`config.mk`:
```
export PLATFORM = sky130hd
export DESIGN_NAME = pipe_ctrl_flat
export DESIGN_NICKNAME = d
export VERILOG_FILES = /design/src/rtl/pipe_ctrl_pkg.sv /design/src/rtl/pipe_ctrl_if.sv /design/src/rtl/pipe_ctrl.sv /design/src/flat_wrapper.sv
export SDC_FILE = /design/constraint.sdc
export NUM_CORES = 1
export LEC_CHECK = 0
export BUFFER_PORTS_ARGS = -buffer_cell sky130_fd_sc_hd__buf_2
export CORE_UTILIZATION = 45
export DETAILED_ROUTE_END_ITERATION = 16
export GPL_TIMING_DRIVEN = 0
export PLACE_DENSITY = 0.75
export SLEW_MARGIN = 0
export SYNTH_ARGS = -nofsm -noshare
export SYNTH_HDL_FRONTEND = slang
export SYNTH_SLANG_ARGS = --single-unit
```
`constraint.sdc`:
```
create_clock -name clk -period 1.6 [get_ports clk]
set_input_delay 0 -clock clk [delete_from_list [all_inputs] [get_ports clk]]
set_output_delay 0 -clock clk [all_outputs]
set_load 0.01 [all_outputs]
```
`src/rtl/pipe_ctrl_pkg.sv`:
```
// Shared types and constants for the pipeline sequencer.
// Imported by the sequencer, its interface users and the bench.
package pipe_ctrl_pkg;

    typedef enum logic [1:0] {
        S_IDLE  = 2'd0,
        S_MULTI = 2'd1,
        S_JPEND = 2'd2
    } state_e;

    localparam logic [31:0] NOP = 32'h0000_0013;

    localparam int MAX_STALL_DEF = 64;

endpackage

```
`src/rtl/pipe_ctrl_if.sv`:
```
// Request/control bundle between the pipeline stages and the sequencer.
// slave = sequencer side, master = the stages driving requests.
interface pipe_ctrl_if;

    logic        jump_en_i;
    logic [31:0] jump_addr_i;
    logic        ex_hold_i;
    logic        mdu_done_i;
    logic        bus_stall_i;

    logic        jump_en_o;
    logic [31:0] jump_addr_o;
    logic        pc_hold_o;
    logic        if_id_hold_o;
    logic        id_ex_hold_o;
    logic        if_id_flush_o;
    logic        id_ex_flush_o;

    modport slave (
        input  jump_en_i, jump_addr_i, ex_hold_i,
        input  mdu_done_i, bus_stall_i,
        output jump_en_o, jump_addr_o, pc_hold_o,
        output if_id_hold_o, id_ex_hold_o,
        output if_id_flush_o, id_ex_flush_o
    );

    modport master (
        output jump_en_i, jump_addr_i, ex_hold_i,
        output mdu_done_i, bus_stall_i,
        input  jump_en_o, jump_addr_o, pc_hold_o,
        input  if_id_hold_o, id_ex_hold_o,
        input  if_id_flush_o, id_ex_flush_o
    );

endinterface

```
`src/rtl/pipe_ctrl.sv`:
```
// Central pipeline sequencer: redirect, hold and flush control
// for PC, IF/ID and ID/EX, plus MDU wait timeout and flush counter.
module pipe_ctrl
    import pipe_ctrl_pkg::*;
#(
    parameter int MAX_STALL = MAX_STALL_DEF,
    parameter int CNT_W     = 16
) (
    input  logic             clk,
    input  logic             rst_n,
    pipe_ctrl_if.slave       ctl,
    output logic             timeout_o,
    output logic [CNT_W-1:0] flush_cnt_o,
    output logic [1:0]       state_o
);

    localparam int SW = (MAX_STALL > 1) ? $clog2(MAX_STALL) : 1;
    localparam logic [SW-1:0] LAST = SW'(MAX_STALL - 1);

    state_e           state_q, state_d;
    logic [SW-1:0]    cnt_q, cnt_d;
    logic [31:0]      jaddr_q, jaddr_d;
    logic [CNT_W-1:0] fcnt_q;
    logic             tout_q, tout_d;
    logic             fc_inc;

    logic        jen;
    logic [31:0] jaddr;
    logic        pc_h, ifid_h, idex_h;
    logic        ifid_f, idex_f;

    always_comb begin
        state_d = state_q;
        cnt_d   = cnt_q;
        jaddr_d = jaddr_q;
        tout_d  = 1'b0;
        fc_inc  = 1'b0;
        jen     = 1'b0;
        jaddr   = 32'h0;
        pc_h    = 1'b0;
        ifid_h  = 1'b0;
        idex_h  = 1'b0;
        ifid_f  = 1'b0;
        idex_f  = 1'b0;
        unique case (state_q)
            S_IDLE: begin
                if (ctl.jump_en_i) begin
                    ifid_f = 1'b1;
                    idex_f = 1'b1;
                    fc_inc = 1'b1;
                    if (!ctl.bus_stall_i) begin
                        jen   = 1'b1;
                        jaddr = ctl.jump_addr_i;
                    end else begin
                        // fetch busy: park the target until the bus frees up
                        jaddr_d = ctl.jump_addr_i;
                        pc_h    = 1'b1;
                        state_d = S_JPEND;
                    end
                end else if (ctl.ex_hold_i) begin
                    pc_h    = 1'b1;
                    ifid_h  = 1'b1;
                    idex_h  = 1'b1;
                    cnt_d   = '0;
                    state_d = S_MULTI;
                end else if (ctl.bus_stall_i) begin
                    pc_h   = 1'b1;
                    ifid_f = 1'b1;
                end
            end
            S_MULTI: begin
                cnt_d = cnt_q + SW'(1);
                if (ctl.mdu_done_i) begin
                    state_d = S_IDLE;
                end else if (cnt_q == LAST) begin
                    state_d = S_IDLE;
                    tout_d  = 1'b1;
                end else begin
                    pc_h   = 1'b1;
                    ifid_h = 1'b1;
                    idex_h = 1'b1;
                end
            end
            S_JPEND: begin
                ifid_f = 1'b1;
                idex_f = 1'b1;
                if (ctl.bus_stall_i) begin
                    pc_h = 1'b1;
                end else begin
                    jen     = 1'b1;
                    jaddr   = jaddr_q;
                    state_d = S_IDLE;
                end
            end
            default: begin
                state_d = S_IDLE;
            end
        endcase
        if (!rst_n) begin
            jen    = 1'b0;
            jaddr  = 32'h0;
            pc_h   = 1'b0;
            ifid_h = 1'b0;
            idex_h = 1'b0;
            ifid_f = 1'b0;
            idex_f = 1'b0;
        end
    end

    always_ff @(posedge clk or negedge rst_n) begin
        if (!rst_n) begin
            state_q <= S_IDLE;
            cnt_q   <= '0;
            jaddr_q <= 32'h0;
            fcnt_q  <= '0;
            tout_q  <= 1'b0;
        end else begin
            state_q <= state_d;
            cnt_q   <= cnt_d;
            jaddr_q <= jaddr_d;
            tout_q  <= tout_d;
            if (fc_inc) begin
                fcnt_q <= fcnt_q + CNT_W'(1);
            end
        end
    end

    assign ctl.jump_en_o     = jen;
    assign ctl.jump_addr_o   = jaddr;
    assign ctl.pc_hold_o     = pc_h;
    assign ctl.if_id_hold_o  = ifid_h;
    assign ctl.id_ex_hold_o  = idex_h;
    assign ctl.if_id_flush_o = ifid_f;
    assign ctl.id_ex_flush_o = idex_f;

    assign timeout_o   = tout_q;
    assign flush_cnt_o = fcnt_q;
    assign state_o     = state_q;

endmodule

```
`src/flat_wrapper.sv`:
```
// flat-port wrapper written by rule: the top's interface ports become plain ports
module pipe_ctrl_flat import pipe_ctrl_pkg::*;
#(
    parameter int MAX_STALL = MAX_STALL_DEF,
    parameter int CNT_W     = 16
)
  (clk, rst_n, timeout_o, flush_cnt_o, state_o, ctl_jump_en_i, ctl_jump_addr_i, ctl_ex_hold_i, ctl_mdu_done_i, ctl_bus_stall_i, ctl_jump_en_o, ctl_jump_addr_o, ctl_pc_hold_o, ctl_if_id_hold_o, ctl_id_ex_hold_o, ctl_if_id_flush_o, ctl_id_ex_flush_o);
  pipe_ctrl_if ctl_i ();
  input  logic clk;
  input  logic rst_n;
  output logic timeout_o;
  output logic [CNT_W-1:0] flush_cnt_o;
  output logic [1:0] state_o;
  input wire logic [$bits(ctl_i.jump_en_i)-1:0] ctl_jump_en_i;
  input wire logic [$bits(ctl_i.jump_addr_i)-1:0] ctl_jump_addr_i;
  input wire logic [$bits(ctl_i.ex_hold_i)-1:0] ctl_ex_hold_i;
  input wire logic [$bits(ctl_i.mdu_done_i)-1:0] ctl_mdu_done_i;
  input wire logic [$bits(ctl_i.bus_stall_i)-1:0] ctl_bus_stall_i;
  output wire logic [$bits(ctl_i.jump_en_o)-1:0] ctl_jump_en_o;
  output wire logic [$bits(ctl_i.jump_addr_o)-1:0] ctl_jump_addr_o;
  output wire logic [$bits(ctl_i.pc_hold_o)-1:0] ctl_pc_hold_o;
  output wire logic [$bits(ctl_i.if_id_hold_o)-1:0] ctl_if_id_hold_o;
  output wire logic [$bits(ctl_i.id_ex_hold_o)-1:0] ctl_id_ex_hold_o;
  output wire logic [$bits(ctl_i.if_id_flush_o)-1:0] ctl_if_id_flush_o;
  output wire logic [$bits(ctl_i.id_ex_flush_o)-1:0] ctl_id_ex_flush_o;
  assign ctl_i.jump_en_i = ctl_jump_en_i;
  assign ctl_i.jump_addr_i = ctl_jump_addr_i;
  assign ctl_i.ex_hold_i = ctl_ex_hold_i;
  assign ctl_i.mdu_done_i = ctl_mdu_done_i;
  assign ctl_i.bus_stall_i = ctl_bus_stall_i;
  assign ctl_jump_en_o = ctl_i.jump_en_o;
  assign ctl_jump_addr_o = ctl_i.jump_addr_o;
  assign ctl_pc_hold_o = ctl_i.pc_hold_o;
  assign ctl_if_id_hold_o = ctl_i.if_id_hold_o;
  assign ctl_id_ex_hold_o = ctl_i.id_ex_hold_o;
  assign ctl_if_id_flush_o = ctl_i.if_id_flush_o;
  assign ctl_id_ex_flush_o = ctl_i.id_ex_flush_o;
  pipe_ctrl #(.MAX_STALL(MAX_STALL), .CNT_W(CNT_W)) u_core (.clk(clk), .rst_n(rst_n), .ctl(ctl_i), .timeout_o(timeout_o), .flush_cnt_o(flush_cnt_o), .state_o(state_o));
endmodule
```
# Yosys cells after proc, flatten, opt, wreduce, memory -nomap -nowiden
# Index checks and enable logic that the tools add are counted.
[word_totals]
register_bits = 57
inputBits = 38
output_inout_bits = 57
wordCells = 62
[classes]
addsub = 2
eq_ne = 9
mux = 41
reduce_logical = 5
[ops]
columns = ["cell", "count"]
rows = [
  ["2-to-1 mux 32 bit", 4],
  ["one-hot mux 32 bit (2 select lines)", 1],
  ["2-to-1 mux 1 bit", 21],
  ["adder 16 x 1 -> 16 bit (second input constant)", 1],
  ["2-to-1 mux 2 bit", 6],
  ["2-to-1 mux 6 bit", 2],
  ["one-hot mux 6 bit (2 select lines)", 1],
  ["one-hot mux 1 bit (2 select lines)", 4],
  ["adder 6 x 1 -> 6 bit (second input constant)", 1],
  ["equality test 6 bit (second input constant)", 1],
  ["!= test 2 bit (second input constant)", 3],
  ["!= test 3 bit (second input constant)", 2],
  ["one-hot mux 2 bit (3 select lines)", 1],
  ["AND reduction 3 bit", 2],
  ["AND reduction 4 bit", 1],
  ["!= test 3 x 2 -> 1 bit (second input constant)", 1],
  ["one-hot mux 1 bit (3 select lines)", 1],
  ["equality test 2 x 1 -> 1 bit (second input constant)", 1],
  ["equality test 2 bit (second input constant)", 1],
  ["zero test 2 bit", 1],
  ["nonzero test 2 bit", 1],
]

# Logic depth before layout (Yosys ltp)
# Gate-level depths: netlist (run 1).
[depth]
ltp_word = 5
depth_mapped = 7
ltp_nobuf = 5

# Worst setup path after synthesis (run 1)
# Ideal clock, no wire load.
[synth_path]
path_kind = "register to register"
from = "reg u_core.state_q[1], in the netlist u_core.state_o[1]"
to = "reg u_core.jaddr_q[0]"
setup_ns = 0.125
arrival_ns = 1.679
required_ns = 1.475
setup_slack_ns = -0.204
path_stages_with_launch = 8
n_path_buf = 3
synth_period_minus_slack_ns = 1.804
cell_sequence = "dfrtp_1 -> buf_2 -> inv_1 -> and3_1 -> and2_1 -> clkbuf_1 -> buf_2 -> mux2_2"
[synth_via]
elab_chain_len = 2
[synth_lines]
columns = ["element", "line_no", "rtl"]
rows = [
  ["from (decl)", "pipe_ctrl.sv:20", "state_e state_q, state_d;"],
  ["from (signal assigned)", "pipe_ctrl.sv:118", "state_q <= state_d;"],
  ["zero test 2 bit", "pipe_ctrl.sv:45", "unique case (state_q)"],
  ["AND reduction 3 bit (no source line)", "-", ""],
  ["to (signal assigned)", "pipe_ctrl.sv:120", "jaddr_q <= jaddr_d;"],
  ["to (decl)", "pipe_ctrl.sv:22", "logic [31:0] jaddr_q, jaddr_d;"],
]
# No other way between the ends.
# A chain may end at the register's enable or synchronous reset.

# Worst setup path in the final report (run 1)
[layout_path]
from = "reg u_core.state_q[1], in the netlist u_core.state_o[1]"
to = "out ctl_jump_addr_o[15]"
[layout_via]
elab_chain_len = 3
word_cells_on_any_way = 4
classes_between = "eq/ne: 1; mux: 2; reduce/logical: 1"
[layout_lines]
columns = ["element", "line_no", "rtl"]
rows = [
  ["equality test 2 bit / zero test 2 bit (equally long branches)", "pipe_ctrl.sv:45", ""],
  ["one-hot mux 32 bit (2 select lines) *", "pipe_ctrl.sv:45", ""],
  ["2-to-1 mux 32 bit *", "pipe_ctrl.sv:99", "if (!rst_n) begin"],
  ["to (decl)", "flat_wrapper.sv:20", "output wire logic [$bits(ctl_i.jump_addr_o)-1:0] ctl_jump_addr_o;"],
]
# Every way passes the cells marked *; elsewhere a longest branch is shown, timed or not.

==> tab_implementation.tex, run 1 <==
\begin{tabular}{lr}
\hline
Metric & Value \\
\hline
\multicolumn{2}{l}{\textbf{Final layout}} \\
\quad End-of-flow core utilization & 0.7494 \\
\quad Final \#Nets & 459 \\
\quad Layout overhead on the synthesized area & 58.97\% \\
\quad Fraction of final layout cells sized beyond drive strength 1 & 0.5083 \\
\quad Filler Cell Count & 404 \\
\quad Cell area after layout & 4489 sq um \\
\quad Number of antenna cells inserted & 0 \\
\multicolumn{2}{l}{\textbf{Synth}} \\
\quad Area leader, netlist & sky130\_fd\_sc\_hd\_\_dfrtp\_1 \\
\quad Most common cell in the synthesized netlist & sky130\_fd\_sc\_hd\_\_dfrtp\_1 \\
\quad Area share of the largest cell type after synthesis & 0.5051 \\
\quad Sequential cell area fraction in the yosys report & 0.5051 \\
\quad Number of synthesized flops with an enable pin & 0 \\
\quad Dominant cells by area after synthesis & sky130\_fd\_sc\_hd\_\_dfrtp\_1 51\%, sky130\_fd\_sc\_hd\_\_mux2\_2 13\%, sky130\_fd\_sc\_hd\_\_a22oi\_1 8.5\% \\
\quad Synthesis Warnings & 0 \\
\quad Synth Area per Inst & 10.82 sq um \\
\quad Count of different cell masters after synthesis & 36 \\
\quad Cell count after synthesis & 261 \\
\quad Share of flip-flops with an asynchronous set or reset after synthesis & 1.000 \\
\quad Combined area of all synthesized cells & 2824 sq um \\
\quad Ys flop type & sky130\_fd\_sc\_hd\_\_dfrtp\_1 \\
\quad Commonest cells in the netlist & 57 x sky130\_fd\_sc\_hd\_\_dfrtp\_1, 40 x sky130\_fd\_sc\_hd\_\_nor2\_1, 32 x sky130\_fd\_sc\_hd\_\_a22oi\_1, 32 x sky130\_fd\_sc\_hd\_\_mux2\_2 \\
\quad Number of storage elements in the synthesis netlist & 57 \\
\quad Nets in the synthesized netlist & 301 \\
\multicolumn{2}{l}{\textbf{CTS}} \\
\quad Source-to-sink clock delay at the later pin of the worst-skew pair & 0.33 ns \\
\quad Number of clock buffers inserted by TritonCTS & 9 \\
\quad TritonCTS clock tree & done \\
\quad Sink count of the clock tree & 57 \\
\quad Count of H-tree levels built during CTS & 3 \\
\quad Max clock buf depth & 2 \\
\quad Clk slew on worst S/H paths & 0.06 ns \\
\quad Count of hold-fix buffers inserted at cts & 33 \\
\quad Root cell of the clock tree & sky130\_fd\_sc\_hd\_\_clkbuf\_8 \\
\multicolumn{2}{l}{\textbf{Critical path}} \\
\quad Critical Path RT & 1.60 ns \\
\quad Reg2reg end & u\_core.flush\_cnt\_o[11] \\
\quad Arrival time of data at the critical path endpoint & 2.02 ns \\
\quad Setup slack of the worst register-to-register path & -0.29 ns \\
\quad Number of cells on the worst reg-to-reg path & 7 \\
\quad Critical path peak fanout & 8 \\
\quad Reg2reg start & u\_core.state\_o[1] \\
\quad Kind of end point of the critical path & primary output \\
\quad Critical Path Start Type & flip-flop \\
\quad Path type of the worst setup path & flip-flop to primary output \\
\multicolumn{2}{l}{\textbf{Timing}} \\
\quad Worst hold slack after final layout & -0.2675 ns \\
\quad Worst path setup slack after routing & -0.4247 ns \\
\quad Count of endpoints failing hold in the final timing report & 57 \\
\quad Fmax & 493.9 MHz \\
\quad Slew @ Worst Pin & 0.7364 ns \\
\quad Setup repair after global routing missed its margin & yes \\
\quad Final critical path time including I/O delays and setup & 2.025 ns \\
\quad Post-Route Skew & 0.007135 ns \\
\quad Worst relative slew slack & 0.5091 \\
\quad Final setup vio count & 73 \\
\quad Period utilization & 1.265 \\
\quad Final number of max-transition violations & 0 \\
\multicolumn{2}{l}{\textbf{Global route}} \\
\quad Initial antenna violation count & 0 \\
\quad Leftover overflow at the end of global routing & 0 \\
\quad Global-route total usage across every layer & 0.2417 \\
\quad First-pass GRT wire length & 11.90 mm \\
\quad Pin count of the biggest net entering global routing & 60 \\
\quad Via count of the first global-routing pass & 2,560 \\
\multicolumn{2}{l}{\textbf{Placed design}} \\
\quad Final GP Congestion & 0.7823 \\
\quad Dpl hpwl & 4.489 mm \\
\quad Placed cell areas & 3448 sq um \\
\quad Number of buffer cells added on primary ports & 94 \\
\multicolumn{2}{l}{\textbf{Floorplanning}} \\
\quad Count of boundary I/O pins & 95 \\
\quad Area of the placeable core & 5991 sq um \\
\quad Num rows & 28 \\
\quad Die ar. & 6596 sq um \\
\quad Starting utilization of the core area & 0.4714 \\
\quad Die Wd & 81.22 um \\
\quad Die Y & 81.22 um \\
\multicolumn{2}{l}{\textbf{Drt}} \\
\quad Mean routed wirelength per cell & 15.96 um \\
\quad Total number of vias & 2,646 \\
\quad Per-cell via count in the routed design & 5.313 \\
\quad Total iterations of the first detailed-routing run & 4 \\
\quad Number of design rule violations left after detail routing & 0 \\
\quad WL final & 7.946 mm \\
\quad Number of DRC violations after detailed-routing iteration 0 & 78 \\
\quad Remaining number of nets flagged by the antenna check after routing & 0 \\
\multicolumn{2}{l}{\textbf{Run}} \\
\quad Number of maximum-capacitance violations & 0 \\
\multicolumn{2}{l}{\textbf{Power and ir drop}} \\
\quad Pwr Density & 1066 nW/um\^{}2 \\
\quad Static Leakage & 2.085 nW \\
\quad Worst supply voltage drop on vdd & 685.5 uV \\
\multicolumn{2}{l}{\textbf{Outcome}} \\
\quad Violated checks & negative hold slack, negative setup slack \\
\quad Outcome & finished with violations \\
\multicolumn{2}{l}{\textbf{Worst hold path}} \\
\quad HP Class & primary input to async pin \\
\hline
\end{tabular}
worst max-delay path, stage by stage (launching register included):
cell and delay (ns):
sky130_fd_sc_hd__dfrtp_1 0.39, sky130_fd_sc_hd__buf_6 0.15, sky130_fd_sc_hd__or3b_4 0.42, sky130_fd_sc_hd__nor2_4 0.11
sky130_fd_sc_hd__buf_12 0.15, sky130_fd_sc_hd__buf_8 0.12, sky130_fd_sc_hd__a22oi_2 0.05, sky130_fd_sc_hd__nor2_1 0.14
sky130_fd_sc_hd__buf_2 0.15
state kept, by name, indices dropped and copies added, names as in the netlist:
name / flops
u_core.flush_cnt_o: 16
u_core.jaddr_q: 32
u_core.timeout_o: 1
u_core.cnt_q: 6
u_core.state_o: 2
layer usage:
metal | vias up | wire [um] | GRT usage
met1 | 1316 | 3416 | 0.3070
met3 | 12 | 243 | 0.03820
met4 | 0 | 147 | 0.1089
li1 | 1247 | - | -
met5 | - | 0 | 0
met2 | 71 | 4138 | 0.4050
final cells by class:
cell class	count	area, sq um	area share
Tap cell	75	93.84	0.02090
Multi-Input combinational cell	182	1499	0.3339
Sequential cell	57	1426	0.3177
Clock inverter	3	40.04	0.008919
Buffer	16	166.4	0.03707
Inverter	4	22.52	0.005017
Timing Repair Buffer	149	1086	0.2419
Clock buffer	12	155.1	0.03456
where the power goes:
part | switching [mW] | internal (mW)
Combinational | 0.617 | 0.745
Sequential | 0.293 | 1.79
Clock | 0.549 | 0.791
Total | 1.46 | 3.32
worst max-delay path by stage:
stage	from	to	slack [ns]
6_report	u_core.state_o[1]	ctl_jump_addr_o[15]	-0.42
5_1_grt	u_core.state_o[1]	ctl_jump_addr_o[31]	-0.49
4_1_cts	u_core.state_o[0]	ctl_jump_addr_o[17]	-0.46
3_5_place_dp	rst_n	ctl_jump_addr_o[3]	-0.63
3_3_place_gp	rst_n	ctl_jump_addr_o[5]	-0.61
2_1_floorplan	u_core.state_o[1]	u_core.flush_cnt_o[11]	-0.05
layout by cell type (no fill, tap or decap), types with 2 or more instances in the layout:
master	instances
sky130_fd_sc_hd__nor3_1	3
sky130_fd_sc_hd__and3_4	2
sky130_fd_sc_hd__a22oi_2	19
sky130_fd_sc_hd__nor2_4	2
sky130_fd_sc_hd__buf_12	2
sky130_fd_sc_hd__mux2_2	32
sky130_fd_sc_hd__a21oi_1	2
sky130_fd_sc_hd__nor3_4	3
sky130_fd_sc_hd__buf_16	3
sky130_fd_sc_hd__xnor2_1	12
sky130_fd_sc_hd__clkbuf_8	11
sky130_fd_sc_hd__clkbuf_1	4
sky130_fd_sc_hd__buf_2	93
sky130_fd_sc_hd__o211ai_1	2
sky130_fd_sc_hd__dfrtp_1	57
sky130_fd_sc_hd__and2_4	2
sky130_fd_sc_hd__and3_1	3
sky130_fd_sc_hd__nor2_1	38
sky130_fd_sc_hd__dlygate4sd3_1	33
sky130_fd_sc_hd__xor2_1	6
sky130_fd_sc_hd__buf_4	11
sky130_fd_sc_hd__clkinv_2	2
sky130_fd_sc_hd__clkbuf_2	3
sky130_fd_sc_hd__buf_6	8
sky130_fd_sc_hd__a22oi_1	13
sky130_fd_sc_hd__nand4_1	2
sky130_fd_sc_hd__buf_8	9
sky130_fd_sc_hd__nand2_1	11
sky130_fd_sc_hd__inv_1	2
sky130_fd_sc_hd__nand3_1	7
sky130_fd_sc_hd__nand2b_1	3
logic make-up after synthesis:
family | synth area share
DFF | 0.5051
muxes | 0.1276
xor gates and xnor gates | 0.05583
buffers and inverters | 0.03899
and+or+nand+nor | 0.1511
AOI/OAI and AO/OA | 0.1125
adders and majority gates | 0.008860
stage by stage:
step                instances  total power [mW]  hold WS, ns  setup WS (ns)  setup TNS, ns
floorplan                 261             2.694      -0.2956       -0.04845         -1.066
global placement          430             3.029       0.1776        -0.6136         -24.06
detailed placement        430             3.088       0.1818        -0.6265         -24.27
CTS                       491             4.625      -0.2446        -0.4640         -19.55
global route              498             5.031      -0.1991        -0.4889         -20.99
finish                    498             4.784      -0.2675        -0.4247         -16.56
timing repair:
action	in CTS	in global routing
setup endpoints to repair	79	83
setup buffers	8	7
pin swaps	10	24
resized for setup	33	45
hold endpoints to repair	90	57
gates cloned	6	1
Note: power is estimated with default switching activity, not from simulation.
==> run 2: changes to the inputs <==
GPL_ROUTABILITY_DRIVEN = 1   (was default)
SKIP_CTS_REPAIR_TIMING = 1   (was default)
==> tab_implementation.tex, run 2 (synthesis gave the netlist of run 1 again) <==
\begin{tabular}{lr}
\hline
Metric & Value \\
\hline
\multicolumn{2}{l}{\textbf{Placed design}} \\
\quad Dpl hpwl & 4.489 mm \\
\quad Final GP Congestion & 0.7823 \\
\quad Placed cell areas & 3448 sq um \\
\quad Number of buffer cells added on primary ports & 94 \\
\multicolumn{2}{l}{\textbf{Final layout}} \\
\quad Layout overhead on the synthesized area & 51.84\% \\
\quad Most frequent standard cell in the layout excluding fill and tap cells & sky130\_fd\_sc\_hd\_\_buf\_2 \\
\quad Highest-count cells in the layout ignoring fill and taps & 92 x sky130\_fd\_sc\_hd\_\_buf\_2, 57 x sky130\_fd\_sc\_hd\_\_dfrtp\_1, 38 x sky130\_fd\_sc\_hd\_\_nor2\_1 \\
\quad End-of-flow core utilization & 0.7157 \\
\quad Number of antenna cells inserted & 0 \\
\quad Cell area after layout & 4288 sq um \\
\quad Fraction of final layout cells sized beyond drive strength 1 & 0.4476 \\
\quad Largest reg by FF count & u\_core.jaddr\_q \\
\quad Final \#Nets & 456 \\
\quad Filler Cell Count & 452 \\
\quad Area of combinational cells with multiple inputs & 1375 sq um \\
\quad Area used by sequential logic in the layout & 1426 sq um \\
\quad Flip-flop count of the largest register, all copies and words added & 32 \\
\multicolumn{2}{l}{\textbf{CTS}} \\
\quad Clk slew on worst S/H paths & 0.06 ns \\
\quad Sink count of the clock tree & 57 \\
\quad Number of clock buffers inserted by TritonCTS & 9 \\
\quad Source-to-sink clock delay at the later pin of the worst-skew pair & 0.33 ns \\
\quad Max clock buf depth & 2 \\
\quad TritonCTS clock tree & done \\
\quad Count of H-tree levels built during CTS & 3 \\
\quad Root cell of the clock tree & sky130\_fd\_sc\_hd\_\_clkbuf\_8 \\
\multicolumn{2}{l}{\textbf{Timing}} \\
\quad Worst hold slack after final layout & -0.3623 ns \\
\quad Worst relative slew slack & 0.6505 \\
\quad Period utilization & 1.314 \\
\quad Final critical path time including I/O delays and setup & 2.102 ns \\
\quad Accumulated negative setup slack & -20.59 ns \\
\quad Count of endpoints failing hold in the final timing report & 57 \\
\quad Slew @ Worst Pin & 0.5242 ns \\
\quad Final setup vio count & 79 \\
\quad Post-Route Skew & 0.006897 ns \\
\quad Final number of max-transition violations & 0 \\
\quad Setup repair after global routing missed its margin & yes \\
\quad Worst path setup slack after routing & -0.5018 ns \\
\quad Fmax & 475.8 MHz \\
\multicolumn{2}{l}{\textbf{Critical path}} \\
\quad Kind of end point of the critical path & primary output \\
\quad Number of cells on the worst reg-to-reg path & 7 \\
\quad Critical Path Start Type & flip-flop \\
\quad Family of cells with the greatest summed delay on the critical path & buffers and inverters \\
\quad CP Buf/Inv Count & 5 \\
\quad CP peak stage delay & 0.39 ns \\
\quad Arrival time of data at the critical path endpoint & 2.10 ns \\
\quad Chain of cells forming the critical path & buf\_6 -> or3b\_4 -> buf\_6 -> nor2\_4 -> buf\_12 -> buf\_8 -> a22oi\_1 -> nor2\_1 -> buf\_2 \\
\quad Critical Path RT & 1.60 ns \\
\quad Critical path peak fanout & 9 \\
\quad Path type of the worst setup path & flip-flop to primary output \\
\quad Slowest cell on the critical path & sky130\_fd\_sc\_hd\_\_or3b\_4 \\
\quad Worst path most repeated cell & sky130\_fd\_sc\_hd\_\_buf\_6 \\
\quad Cell count along the critical path & 9 \\
\multicolumn{2}{l}{\textbf{Floorplanning}} \\
\quad Die ar. & 6596 sq um \\
\quad Starting utilization of the core area & 0.4714 \\
\quad Die Wd & 81.22 um \\
\quad Area of the placeable core & 5991 sq um \\
\quad Num rows & 28 \\
\quad Count of boundary I/O pins & 95 \\
\quad Die Y & 81.22 um \\
\multicolumn{2}{l}{\textbf{Global route}} \\
\quad First-pass GRT wire length & 10.29 mm \\
\quad Leftover overflow at the end of global routing & 0 \\
\quad Via count of the first global-routing pass & 2,309 \\
\quad Global-route total usage across every layer & 0.2082 \\
\quad Initial antenna violation count & 0 \\
\quad Pin count of the biggest net entering global routing & 60 \\
\multicolumn{2}{l}{\textbf{Drt}} \\
\quad Total number of vias & 2,603 \\
\quad Highest Signal Layer & met4 \\
\quad WL met1 & 3.239 mm \\
\quad Mean routed wirelength per cell & 14.85 um \\
\quad Number of DRC violations after detailed-routing iteration 0 & 169 \\
\quad WL final & 7.349 mm \\
\quad Number of design rule violations left after detail routing & 0 \\
\quad Total iterations of the first detailed-routing run & 4 \\
\quad Remaining number of nets flagged by the antenna check after routing & 0 \\
\quad Met3 wire length & 275 um \\
\quad Per-cell via count in the routed design & 5.259 \\
\quad Total length of routed met2 wires & 3.704 mm \\
\multicolumn{2}{l}{\textbf{Run}} \\
\quad Number of maximum-capacitance violations & 0 \\
\multicolumn{2}{l}{\textbf{Power and ir drop}} \\
\quad Static Leakage & 2.041 nW \\
\quad Worst supply voltage drop on vdd & 594.3 uV \\
\quad Pwr Density & 1081 nW/um\^{}2 \\
\quad Total power & 4.634 mW \\
\multicolumn{2}{l}{\textbf{Outcome}} \\
\quad Outcome & finished with violations \\
\quad Violated checks & negative hold slack, negative setup slack \\
\multicolumn{2}{l}{\textbf{Worst hold path}} \\
\quad HP Class & primary input to async pin \\
\hline
\end{tabular}
-- run 2: metrics by stage --
step | instances | worst slack (ns)
floorplan | 261 | -0.04845
global placement | 430 | -0.6136
detailed placement | 430 | -0.6265
CTS | 445 | -0.7262
global route | 495 | -0.5715
finish | 495 | -0.5018
-- run 2: final cells by class --
| type | count | area share |
|---|---|---|
| flip-flops and latches | 57 | 0.3327 |
| repair buffers | 144 | 0.2355 |
| multi-input cells | 182 | 0.3207 |
| well taps | 75 | 0.02189 |
| plain buffers | 18 | 0.03968 |
| clock buffers | 12 | 0.03618 |
| clock inverters | 3 | 0.009338 |
| inverters | 4 | 0.004085 |
-- run 2: final timing paths --
| kind | start | end | slack (ns) |
|---|---|---|---|
| max | u_core.state_o[1] | ctl_jump_addr_o[23] | -0.50 |
| min | rst_n | u_core.flush_cnt_o[4] | -0.36 |
| max reg2reg | u_core.state_o[1] | u_core.flush_cnt_o[11] | -0.26 |
| min reg2reg | u_core.flush_cnt_o[15] | u_core.flush_cnt_o[15] | 0.47 |
| max in group asynchronous | rst_n | u_core.jaddr_q[12] | 1.60 |
| min in group clk | ctl_bus_stall_i | u_core.state_o[1] | 0.03 |
-- run 2: worst register-to-register path, stage by stage (launching register included) --
cell and delay (ns):
sky130_fd_sc_hd__dfrtp_1 0.38, sky130_fd_sc_hd__buf_6 0.15, sky130_fd_sc_hd__or3b_4 0.39, sky130_fd_sc_hd__buf_6 0.13
sky130_fd_sc_hd__buf_4 0.16, sky130_fd_sc_hd__nor4_4 0.23, sky130_fd_sc_hd__nand4_1 0.15, sky130_fd_sc_hd__xnor2_1 0.16
-- run 2: per-layer routing --
| metal | track usage | vias to the layer above |
|---|---|---|
| met2 | 0.3420 | 65 |
| met1 | 0.2650 | 1290 |
| met5 | 0 | - |
| li1 | - | 1237 |
| met4 | 0.09643 | 0 |
| met3 | 0.03933 | 11 |
-- run 2: power breakdown --
part	total [mW]	internal (mW)	switching (mW)	leakage [nW]
logic	1.25	0.681	0.567	1.23
registers	2.05	1.79	0.266	0.710
clock network	1.33	0.791	0.542	0.102
total	4.63	3.26	1.37	2.04
